File: config.mk
export PLATFORM = sky130hd
export DESIGN_NAME = sfx_scheduler
export DESIGN_NICKNAME = d
export VERILOG_FILES = /design/src/rtl/sfx_pkg.sv /design/src/rtl/sfx_prio_enc.sv /design/src/rtl/sfx_scheduler.sv
export SDC_FILE = /design/constraint.sdc
export NUM_CORES = 1
export LEC_CHECK = 0
export ABC_AREA = 1
export CAP_MARGIN = 20
export CORE_AREA = 2 2 101 112
export DETAILED_ROUTE_END_ITERATION = 10
export DIE_AREA = 0 0 103 114
export DONT_BUFFER_PORTS = 1
export PLACE_DENSITY = 0.72
export SLEW_MARGIN = 20
export SYNTH_ARGS = -nofsm -noshare
export SYNTH_HDL_FRONTEND = slang
export SYNTH_SLANG_ARGS = --single-unit
File: constraint.sdc
create_clock -name clk -period 5.03 [get_ports clk]
set_input_delay 1.006 -clock clk [delete_from_list [all_inputs] [get_ports clk]]
set_output_delay 1.006 -clock clk [all_outputs]
set_load 0.01 [all_outputs]
File: src/rtl/sfx_pkg.sv
// Shared definitions for the sound-effect scheduler: FSM states, default widths,
// requester indices and default per-effect tone settings.
package sfx_pkg;

  typedef enum logic [1:0] {
    S_IDLE = 2'd0,
    S_PLAY = 2'd1,
    S_GAP  = 2'd2
  } sfx_state_t;

  localparam int unsigned SFX_NOTE_W = 22;
  localparam int unsigned SFX_DUR_W  = 24;

  // Index 0 is the highest priority.
  localparam int unsigned SFX_HIT   = 0;
  localparam int unsigned SFX_FIRE  = 1;
  localparam int unsigned SFX_SPAWN = 2;
  localparam int unsigned SFX_UI    = 3;

  // Half-period dividers at 100 MHz and play lengths in clk cycles.
  localparam logic [SFX_NOTE_W-1:0] SFX_HIT_DIV   = 22'd113636;
  localparam logic [SFX_NOTE_W-1:0] SFX_FIRE_DIV  = 22'd56818;
  localparam logic [SFX_NOTE_W-1:0] SFX_SPAWN_DIV = 22'd75843;
  localparam logic [SFX_NOTE_W-1:0] SFX_UI_DIV    = 22'd37921;

  localparam logic [SFX_DUR_W-1:0] SFX_HIT_DUR   = 24'd8000000;
  localparam logic [SFX_DUR_W-1:0] SFX_FIRE_DUR  = 24'd3000000;
  localparam logic [SFX_DUR_W-1:0] SFX_SPAWN_DUR = 24'd12000000;
  localparam logic [SFX_DUR_W-1:0] SFX_UI_DUR    = 24'd2000000;

endpackage

File: src/rtl/sfx_prio_enc.sv
// Combinational find-first-one: lowest set index of i_vec wins.
module sfx_prio_enc #(
  parameter int unsigned N_REQ = 4,
  parameter int unsigned IDX_W = 2
) (
  input  logic [N_REQ-1:0] i_vec,
  output logic [N_REQ-1:0] o_onehot,
  output logic [IDX_W-1:0] o_idx,
  output logic             o_valid
);

  always_comb begin
    o_onehot = '0;
    o_idx    = '0;
    o_valid  = 1'b0;
    for (int unsigned i = 0; i < N_REQ; i++) begin
      if (i_vec[i] && !o_valid) begin
        o_onehot[i] = 1'b1;
        o_idx       = IDX_W'(i);
        o_valid     = 1'b1;
      end
    end
  end

endmodule

File: src/rtl/sfx_scheduler.sv
// Shares one sound-effect voice between prioritised requesters, with a silent gap
// between effects. Optional preemption by higher priority: SFX_SCHED_PREEMPT_EN.
module sfx_scheduler
  import sfx_pkg::*;
#(
  parameter int unsigned N_REQ   = 4,
  parameter int unsigned NOTE_W  = SFX_NOTE_W,
  parameter int unsigned DUR_W   = SFX_DUR_W,
  parameter int unsigned GAP_CYC = 100000
) (
  input  logic                    clk,
  input  logic                    rst,
  input  logic [N_REQ-1:0]        req,
  input  logic [N_REQ*NOTE_W-1:0] req_note_div,
  input  logic [N_REQ*DUR_W-1:0]  req_dur,
  output logic [NOTE_W-1:0]       note_div,
  output logic                    sfx_active,
  output logic [N_REQ-1:0]        grant,
  output logic                    drop_pulse
);

  localparam int unsigned IDX_W = (N_REQ > 1) ? $clog2(N_REQ) : 1;

  sfx_state_t        r_state, w_state_nxt;
  logic [N_REQ-1:0]  r_pending, w_pending_nxt;
  logic [DUR_W-1:0]  r_cnt, w_cnt_nxt;
  logic [N_REQ-1:0]  r_grant, w_grant_nxt;
  logic [NOTE_W-1:0] r_note_div, w_note_nxt;
  logic              r_active, w_active_nxt;
  logic              r_drop;

  logic [N_REQ-1:0]  w_cand;
  logic [N_REQ-1:0]  w_onehot;
  logic [IDX_W-1:0]  w_idx;
  logic              w_valid;
  logic [NOTE_W-1:0] w_sel_note;
  logic [DUR_W-1:0]  w_sel_dur;
  logic [DUR_W-1:0]  w_load_cnt;
  logic              w_preempt;
  logic              w_load;

  assign w_cand = r_pending | req;

  sfx_prio_enc #(
    .N_REQ (N_REQ),
    .IDX_W (IDX_W)
  ) u_prio (
    .i_vec    (w_cand),
    .o_onehot (w_onehot),
    .o_idx    (w_idx),
    .o_valid  (w_valid)
  );

  assign w_sel_note = req_note_div[w_idx*NOTE_W +: NOTE_W];
  assign w_sel_dur  = req_dur[w_idx*DUR_W +: DUR_W];
  // A zero duration plays for one cycle.
  assign w_load_cnt = (w_sel_dur == '0) ? '0 : w_sel_dur - DUR_W'(1);

`ifdef SFX_SCHED_PREEMPT_EN
  // Both vectors are one-hot, so a numerically smaller winner has a lower index.
  assign w_preempt = w_valid && (w_onehot < r_grant);
`else
  assign w_preempt = 1'b0;
`endif

  always_comb begin
    w_state_nxt  = r_state;
    w_cnt_nxt    = r_cnt;
    w_grant_nxt  = r_grant;
    w_note_nxt   = r_note_div;
    w_active_nxt = r_active;
    w_load       = 1'b0;

    case (r_state)
      S_IDLE: begin
        if (w_valid) w_load = 1'b1;
      end
      S_PLAY: begin
        if (w_preempt) begin
          w_load = 1'b1;
        end else if (r_cnt == '0) begin
          w_state_nxt  = S_GAP;
          w_cnt_nxt    = DUR_W'(GAP_CYC - 1);
          w_grant_nxt  = '0;
          w_note_nxt   = '0;
          w_active_nxt = 1'b0;
        end else begin
          w_cnt_nxt = r_cnt - DUR_W'(1);
        end
      end
      S_GAP: begin
        if (r_cnt == '0) w_state_nxt = S_IDLE;
        else             w_cnt_nxt   = r_cnt - DUR_W'(1);
      end
      default: w_state_nxt = S_IDLE;
    endcase

    if (w_load) begin
      w_state_nxt  = S_PLAY;
      w_grant_nxt  = w_onehot;
      w_note_nxt   = w_sel_note;
      w_active_nxt = 1'b1;
      w_cnt_nxt    = w_load_cnt;
    end

    w_pending_nxt = w_cand & ~(w_load ? w_onehot : '0);
  end

  always_ff @(posedge clk or negedge rst) begin
    if (!rst) begin
      r_state    <= S_IDLE;
      r_pending  <= '0;
      r_cnt      <= '0;
      r_grant    <= '0;
      r_note_div <= '0;
      r_active   <= 1'b0;
      r_drop     <= 1'b0;
    end else begin
      r_state    <= w_state_nxt;
      r_pending  <= w_pending_nxt;
      r_cnt      <= w_cnt_nxt;
      r_grant    <= w_grant_nxt;
      r_note_div <= w_note_nxt;
      r_active   <= w_active_nxt;
      r_drop     <= |(req & r_pending);
    end
  end

  assign note_div   = r_note_div;
  assign sfx_active = r_active;
  assign grant      = r_grant;
  assign drop_pulse = r_drop;

endmodule

==> run summary, run 1 <==
The region available for standard cell placement spans 0.0107 mm². The static leakage is 0.00312 µW. The effective utilization at floorplan came out at 56.1%. The setup TNS after final layout is 0 ns. The detailed-route via count came out at 6,511. The post-cts resize count is 0. The data required time of the worst path is 5.28 ns. For this run, design rule violations remaining after detail routing come to 0.

After detailed routing, the number of vias per cell comes to 5.74. The number of antenna violations at the first check in global routing is 0. The final weighted congestion in routability-driven placement came out at 1.01. The post-detailed-placement half-perimeter wirelength came out at 13,900 µm.

Across the routed clock network, the largest skew measured is 0.00814 ns. Across the VDD grid, the largest voltage drop is 0.208 mV. The sequential area share after synthesis came out at 24.1%. The final layout contains 1,176 nets. Setup violations remaining at the end of the flow were counted as 0. For this design, the CTS-stage hold fixing added 0 buffers. STA classifies the critical path endpoint as a flip-flop. The clock sink count is 58. For the pin with the worst max-slew slack, the measured transition is 0.826 ns. In this run the deepest clock path goes through 2 buffers.

The floorplan die area is 0.0117 mm². The diode insertion count for antenna repair is 0. The top cell type by area accounts for 24.1% of the synthesized area. The chip width is 103 µm.

The share of synthesized flip-flops with an asynchronous set or reset is 100%. The clock transition at the registers of the reported paths is 0.06 ns. The synthesized net count came out at 1,208.

The count of buffers added by post-CTS timing repair for setup came out at 0. The cell count after placement came out at 1,118. The clock insertion delay at the later pin of the skew report came out at 0.33 ns. The overall fraction of global-route tracks in use is 30.9%. The hold violation total from the final report came out at 0. The count of boundary I/O pins came out at 218. The fraction of final layout cells with drive strength greater than 1 is 6.59%.

Data arrives at the worst endpoint at 3.76 ns. Headroom to the max-slew limit came out at 44.9%. The flow ran to the end, and the final reports show no timing, DRC or antenna violations. The number of search-and-repair iterations in the first detailed-routing pass is 7. The upper clock frequency limit is 0.284 GHz.

The finished layout holds 1,134 standard cells, fillers aside. The setup slack of the worst register-to-register path came out at 1.71 ns. The number of cell instances on the worst register-to-register path is 16. The worst-path maximum fanout came out at 63.

The total of max-cap violations came out at 0. The total routed wirelength is 18,100 µm. Averaged over all synthesized cells, the footprint is 5.93 µm². The register bit count reported by yosys came out at 58. The area of the mapped netlist came out at 0.00601 mm². In the post-synthesis netlist, the biggest area contributors are sky130_fd_sc_hd__dfrtp_1, sky130_fd_sc_hd__nand2_1, sky130_fd_sc_hd__nand3_1. The final antenna-violating net count came out at 0. The die is 114 µm tall. The pin count of the biggest net entering global routing is 83.

TritonCTS built the clock tree. In this run, the number of DRC markers left after iteration 0 of detailed routing was 359. Setup repair after global routing left no endpoint under its margin.

The shortest clock period the worst path allows after layout came out at 3.52 ns. The capture instance of the worst register-to-register path is r_cnt[4]. The post-synthesis cell count came out at 1,014. STA classifies the critical path startpoint as a primary input. The tightest min-delay check is of the in2async type. The first global-routing pass estimated 28,600 µm of wire. The most used flip-flop cell after synthesis is sky130_fd_sc_hd__dfrtp_1.

The standard-cell row count is 40. The fraction of the cycle the final worst path needs is 69.9%. The wire length per cell is 15.9 µm. For this design the ratio of total power to cell area is 288 mW/mm². The number of enable flip-flop cells after synthesis came out at 0.

At the end of the flow the core is filled with cells to 58.7%. The number of buffer cells added on primary ports came out at 0. For this run, the number of Yosys warnings is 0. The distinct cell type count after synthesis came out at 42. Of all cell types, the one taking the most synthesized area is sky130_fd_sc_hd__dfrtp_1. The number of buffers created by CTS came out at 9. The number of global-route vias before repair was 5,804. Compared with the post-synthesis result, the final layout area differs by 4.52%.

The worst setup path is of the in2reg kind. In this run the clock root is driven by a sky130_fd_sc_hd__clkbuf_16. The worst register-to-register path begins at r_pending[0].

The number of H-tree levels is 3. The number of max-slew violations in the final report is 0. The remaining global-route overflow is 0.
stage by stage:
| step | hold WS [ns] | cell area, µm² | setup slack (ns) | power [µW] |
|---|---|---|---|---|
| global route | 0.352 | 6280 | 1.22 | 1920 |
| CTS | 0.359 | 6280 | 1.54 | 1810 |
| floorplan | 0.449 | 6010 | 2.01 | 1030 |
| global placement | 0.463 | 5960 | 1.27 | 1130 |
| detailed placement | 0.472 | 5960 | 1.22 | 1140 |
| finish | 0.365 | 6280 | 1.51 | 1810 |
cell type report:
cell class	count	area, µm²
fill	1132	4430
multi-input combinational	800	3860
sequential	58	1450
inverter	104	393
clock buffer	9	225
tap	147	184
clock inverter	7	101
timing repair buffer	9	67.6
critical path, cell delays in order:
cell and delay [ns]:
sky130_fd_sc_hd__nor2_4 0.16, sky130_fd_sc_hd__nand2_4 0.08, sky130_fd_sc_hd__a21oi_4 0.54, sky130_fd_sc_hd__inv_4 0.41, sky130_fd_sc_hd__nand2_1 0.16, sky130_fd_sc_hd__nand2_1 0.11, sky130_fd_sc_hd__ha_1 0.22, sky130_fd_sc_hd__inv_1 0.06
sky130_fd_sc_hd__nor2_1 0.04, sky130_fd_sc_hd__nand2_1 0.07, sky130_fd_sc_hd__nor2_1 0.04, sky130_fd_sc_hd__nand3_1 0.11, sky130_fd_sc_hd__nand2_2 0.09, sky130_fd_sc_hd__inv_2 0.31, sky130_fd_sc_hd__nand3_1 0.16, sky130_fd_sc_hd__a21oi_1 0.18
report_power, final:
group	internal [µW]	leakage, µW	switching (µW)	total [µW]
sequential	571	0.000664	131	702
clock	437	0.000153	231	668
combinational	190	0.00230	250	440
cells in the final DEF (no fill, tap or decap), drive strengths merged, types with 11 or more instances in the layout:
cell type and count:
inv 105, o22ai 17, nand2 344, a31oi 17
o21ai 37, a32o 17, nand3 140, dfrtp 58
nor2 136, a21oi 42, xor2 11
cells by family after synthesis:
family | Yosys count | share of synthesized area, %
AND/OR/NAND/NOR | 644 | 46.6
buffers and inverters | 156 | 11.8
AO/OA/AOI/OAI | 135 | 14.1
flip-flops | 58 | 24.1
XOR/XNOR | 17 | 2.48
adder cells (fa/ha/maj) | 4 | 0.832
synthesized netlist by cell type, types with 2 or more instances:
cell and instances:
sky130_fd_sc_hd__nand4_1 5, sky130_fd_sc_hd__inv_2 4, sky130_fd_sc_hd__buf_2 11, sky130_fd_sc_hd__nand2_1 333, sky130_fd_sc_hd__nand3_1 138, sky130_fd_sc_hd__nor2_2 6
sky130_fd_sc_hd__a32o_1 17, sky130_fd_sc_hd__nor4_1 3, sky130_fd_sc_hd__nand3_2 2, sky130_fd_sc_hd__nand3b_1 9, sky130_fd_sc_hd__xnor2_1 6, sky130_fd_sc_hd__ha_1 4
sky130_fd_sc_hd__nor2_1 123, sky130_fd_sc_hd__inv_1 98, sky130_fd_sc_hd__o21ai_2 4, sky130_fd_sc_hd__nor2_4 6, sky130_fd_sc_hd__buf_4 3, sky130_fd_sc_hd__xor2_1 11
sky130_fd_sc_hd__o21ai_0 32, sky130_fd_sc_hd__o22ai_1 17, sky130_fd_sc_hd__dfrtp_1 58, sky130_fd_sc_hd__buf_6 13, sky130_fd_sc_hd__nand2_4 3, sky130_fd_sc_hd__a21oi_1 40
sky130_fd_sc_hd__nand2_2 8, sky130_fd_sc_hd__nor3_1 5, sky130_fd_sc_hd__buf_1 3, sky130_fd_sc_hd__clkbuf_1 22, sky130_fd_sc_hd__a31oi_1 17
metal layers:
layer  wire length, µm  vias up  GRT usage, %
met5                 0        -             0
met4               511        0          11.6
met3              1130       36          5.15
met2              8610      301          50.7
met1              7820     2949          40.6
li1                  -     3225             -
state kept, by name (all words and copies together) (netlist names):
register,flops
r_state,2
note_div,22
drop_pulse,1
r_pending,4
grant,4
r_cnt,24
sfx_active,1
how the worst max path moves through the flow:
stage          startpoint  depth (start not counted)   endpoint
4_1_cts            req[1]                         16   r_cnt[4]
3_3_place_gp       req[1]                         16   r_cnt[2]
6_report           req[1]                         16   r_cnt[4]
5_1_grt            req[3]                         18   r_cnt[4]
3_5_place_dp       req[1]                         16  r_cnt[14]
2_1_floorplan      req[1]                         18  r_cnt[20]
No activity file was read; power rests on OpenSTA's default activity.
==> run 2: changes to the inputs <==
==> constraint.sdc (replaced) <==
create_clock -name clk -period 3.5 [get_ports clk]
set_input_delay 0.7 -clock clk [delete_from_list [all_inputs] [get_ports clk]]
set_output_delay 0.7 -clock clk [all_outputs]
set_load 0.01 [all_outputs]
==> run 2 against run 1 <==
Effect of this change: sequential power grew 44%; flip-flop and latch count is the same; total power grew 44%; clock-buffer cell count grew 2; non-clock buffer count grew 4; die area is the same; clock skew grew 0.0021 ns; register-to-register slack lost 1.1 ns; global-route usage grew 0.098 points; first-iteration DRC count shrank 10%; critical path type is now reg2reg.
==> run summary, run 2 (synthesis results as in run 1) <==
Leaving out fill and tap cells, the most frequent cells in the layout are sky130_fd_sc_hd__nand2_1, sky130_fd_sc_hd__nand3_1, sky130_fd_sc_hd__nor2_1. The count of boundary I/O pins came out at 218. The iteration-0 DRC count of the detailed router came out at 322.

The setup TNS after final layout came out at 0 ns. The hold buffer count at cts is 0. The count of buffers added by post-CTS timing repair for setup is 0. The number of antenna violations at the first check in global routing was 0.

STA classifies the critical path startpoint as a flip-flop. The critical path goes through nor2_8, nand2_4, a21oi_4, buf_4, nand3_1, nand2_1, nor2_1, nand2_1, nor2_1, nand3_1, nand2_2, inv_2, nand2_1, a21oi_1. The flip-flop count of the largest register after layout came out at 24. The power consumption is 2600 µW.

The internal power component came out at 1750 µW. The total DRC errors in the routed layout is 0. The data required time of the worst path is 3.74 ns. The post-detailed-placement half-perimeter wirelength is 13,900 µm. Across the VDD grid, the largest voltage drop is 0.245 mV. The floorplan die height is 114 µm. The worst setup skew after layout is 0.0102 ns. The relative contribution of combinational cells to total power came out at 24.0%. The run finished with clean final reports. More flip-flops sit in one register than any other, and that register is r_cnt. Leaving out fill and tap cells, the most frequent cell in the layout is sky130_fd_sc_hd__nand2_1.

The fraction of the core area covered by cells at the end of the flow is 59.1%. Summed over all cells, the static leakage comes to 0.00315 µW. The number of H-tree levels is 3. The per-cell via count in the routed design is 5.74. The total routed wirelength is 18,100 µm. The total of max-cap violations came out at 0. The number of max-slew violations in the final report was 0. Setup repair after global routing left no endpoint under its margin. The clock drives 58 sinks. The initial utilization of the core area, before any placement, comes to 56.1%. The detailed-route via count is 6,530.

The net switching power of the design came out at 848 µW. The tree is rooted in a sky130_fd_sc_hd__clkbuf_16. Buffers placed on the I/O ports in this run total 0. The repair_antennas step left the layout with diodes totalling 0.

The area of the placeable core is 0.0107 mm². The final weighted congestion in routability-driven placement came out at 1.08. For this design, the slowest cell found on the critical path is sky130_fd_sc_hd__dfrtp_1.

The wire length per cell is 15.9 µm. The net switching share of the total power is 32.6%. The hold violation total from the final report is 0. Summing all placed instances gives a cell area of 0.00600 mm². The number of search-and-repair iterations in the first detailed-routing pass came out at 5. Of the cells placed in the final design, the portion with a size suffix greater than 1 is 6.87%. The total power divided by cell area came out at 411 mW/mm². TritonCTS built the clock tree.

The clock insertion delay at the later pin of the skew report is 0.33 ns. In this run, post-CTS repair resized a total of 0 instances. The wire length of the first global-routing pass came out at 28,800 µm. The tightest slew margin relative to the limit came out at 62.1%. The pin count of the biggest net entering global routing is 59. The buffer depth of the longest clock path came out at 2.

The floorplan die area came out at 0.0117 mm². The cell family contributing the most delay on the critical path is simple AND/OR/NAND/NOR gates. The filler cells instantiated in the layout total 1,089.

The fraction of the cycle the final worst path needs is 81.7%. The longest individual stage delay on the worst path came out at 0.45 ns. The data arrival time of the critical path is 3.11 ns. The chip width came out at 103 µm. The cell repeated most along the worst path is sky130_fd_sc_hd__nand2_1. The worst hold path belongs to the class in2async. The portion of total power attributed to sequential cells is 38.9%. The shortest clock period the worst path allows after layout is 2.86 ns. The total non-filler cell area in the finished layout came out at 0.00633 mm². Along the worst path, the maximum fanout reaches 33. The clock transition at the registers of the reported paths is 0.06 ns. The final layout contains 1,180 nets. The synthesis-to-layout area growth is 5.24%. The worst setup path is captured at a flip-flop.

The final antenna-violating net count is 0. The number of global-route vias before repair came to 5,908. At the pin with the least slew margin, the transition time is 0.568 ns. Counting the buffers created by CTS gives 9. The standard-cell row count is 40. The buffering stage count on the worst path with inverters included is 2. The worst setup path is of the reg2reg kind. The overall fraction of global-route tracks in use came out at 31.0%. The remaining global-route overflow is 0. Timing would allow up to 0.350 GHz.

The clock network accounts for 37.1% of the total power. The final-report setup violation count is 0.
## run 2: cell types whose count changed in the layout (fill, tap and decap cells not counted)
cell                       previous run  this run
sky130_fd_sc_hd__clkinv_4             1         0
sky130_fd_sc_hd__buf_4                9        12
sky130_fd_sc_hd__buf_12               0         1
sky130_fd_sc_hd__clkbuf_8             0         2
sky130_fd_sc_hd__inv_6                2         0
## run 2: metal layers
layer / global-route usage (%) / up-vias / routed length (µm)
li1: - / 3243 / -
met1: 40.7 / 2928 / 7680
met2: 49.5 / 318 / 8520
met3: 6.50 / 41 / 1380
met4: 12.5 / 0 / 538
met5: 0 / - / 0
## run 2: path summary, 6_finish.rpt
| check | from | to | slack (ns) | depth (start not counted) |
|---|---|---|---|---|
| min in group clk | r_cnt[1] | r_cnt[1] | 0.49 | 2 |
| hold reg to reg | r_cnt[1] | r_cnt[1] | 0.49 | 2 |
| hold / removal | rst | note_div[10] | 0.06 | 0 |
| setup / recovery | r_pending[0] | r_cnt[8] | 0.64 | 14 |
| setup reg to reg | r_pending[0] | r_cnt[8] | 0.64 | 14 |
| max in group asynchronous | rst | r_cnt[15] | 3.33 | 0 |
## run 2: worst reg2reg max path, stage by stage, from the launching register on
cell and delay [ns]:
sky130_fd_sc_hd__dfrtp_1 0.45, sky130_fd_sc_hd__nor2_8 0.22, sky130_fd_sc_hd__nand2_4 0.07, sky130_fd_sc_hd__a21oi_4 0.29
sky130_fd_sc_hd__buf_4 0.38, sky130_fd_sc_hd__nand3_1 0.13, sky130_fd_sc_hd__nand2_1 0.18, sky130_fd_sc_hd__nor2_1 0.06
sky130_fd_sc_hd__nand2_1 0.10, sky130_fd_sc_hd__nor2_1 0.05, sky130_fd_sc_hd__nand3_1 0.13, sky130_fd_sc_hd__nand2_2 0.10
sky130_fd_sc_hd__inv_2 0.30, sky130_fd_sc_hd__nand2_1 0.15, sky130_fd_sc_hd__a21oi_1 0.17
## run 2: metrics by stage
stage / setup slack (ns) / hold WS, ns / std cells
after floorplan: 0.785 / 0.404 / 1014
after global placement: 0.422 / 0.406 / 1122
after detailed placement: 0.407 / 0.406 / 1122
after CTS: 0.645 / 0.0487 / 1137
after global routing: 0.315 / 0.0477 / 1137
final: 0.639 / 0.0632 / 1137
## run 2: area by class of cell
cell class / instances / area, µm² / share of cell area (%)
clock buffers: 11 / 253 / 3.99
flip-flops and latches: 58 / 1450 / 22.9
multi-input cells: 800 / 3860 / 61.0
inverters: 104 / 393 / 6.21
well taps: 147 / 184 / 2.91
repair buffers: 13 / 110 / 1.74
clock inverters: 4 / 75.1 / 1.19
## run 2: power groups by stage
stage / registers, µW / logic (µW) / clock network [µW]
after floorplan: 968 / 513 / 0
after global placement: 1020 / 612 / 0
after detailed placement: 1020 / 616 / 0
after CTS: 1010 / 621 / 978
after global routing: 1030 / 723 / 1010
final: 1010 / 625 / 963
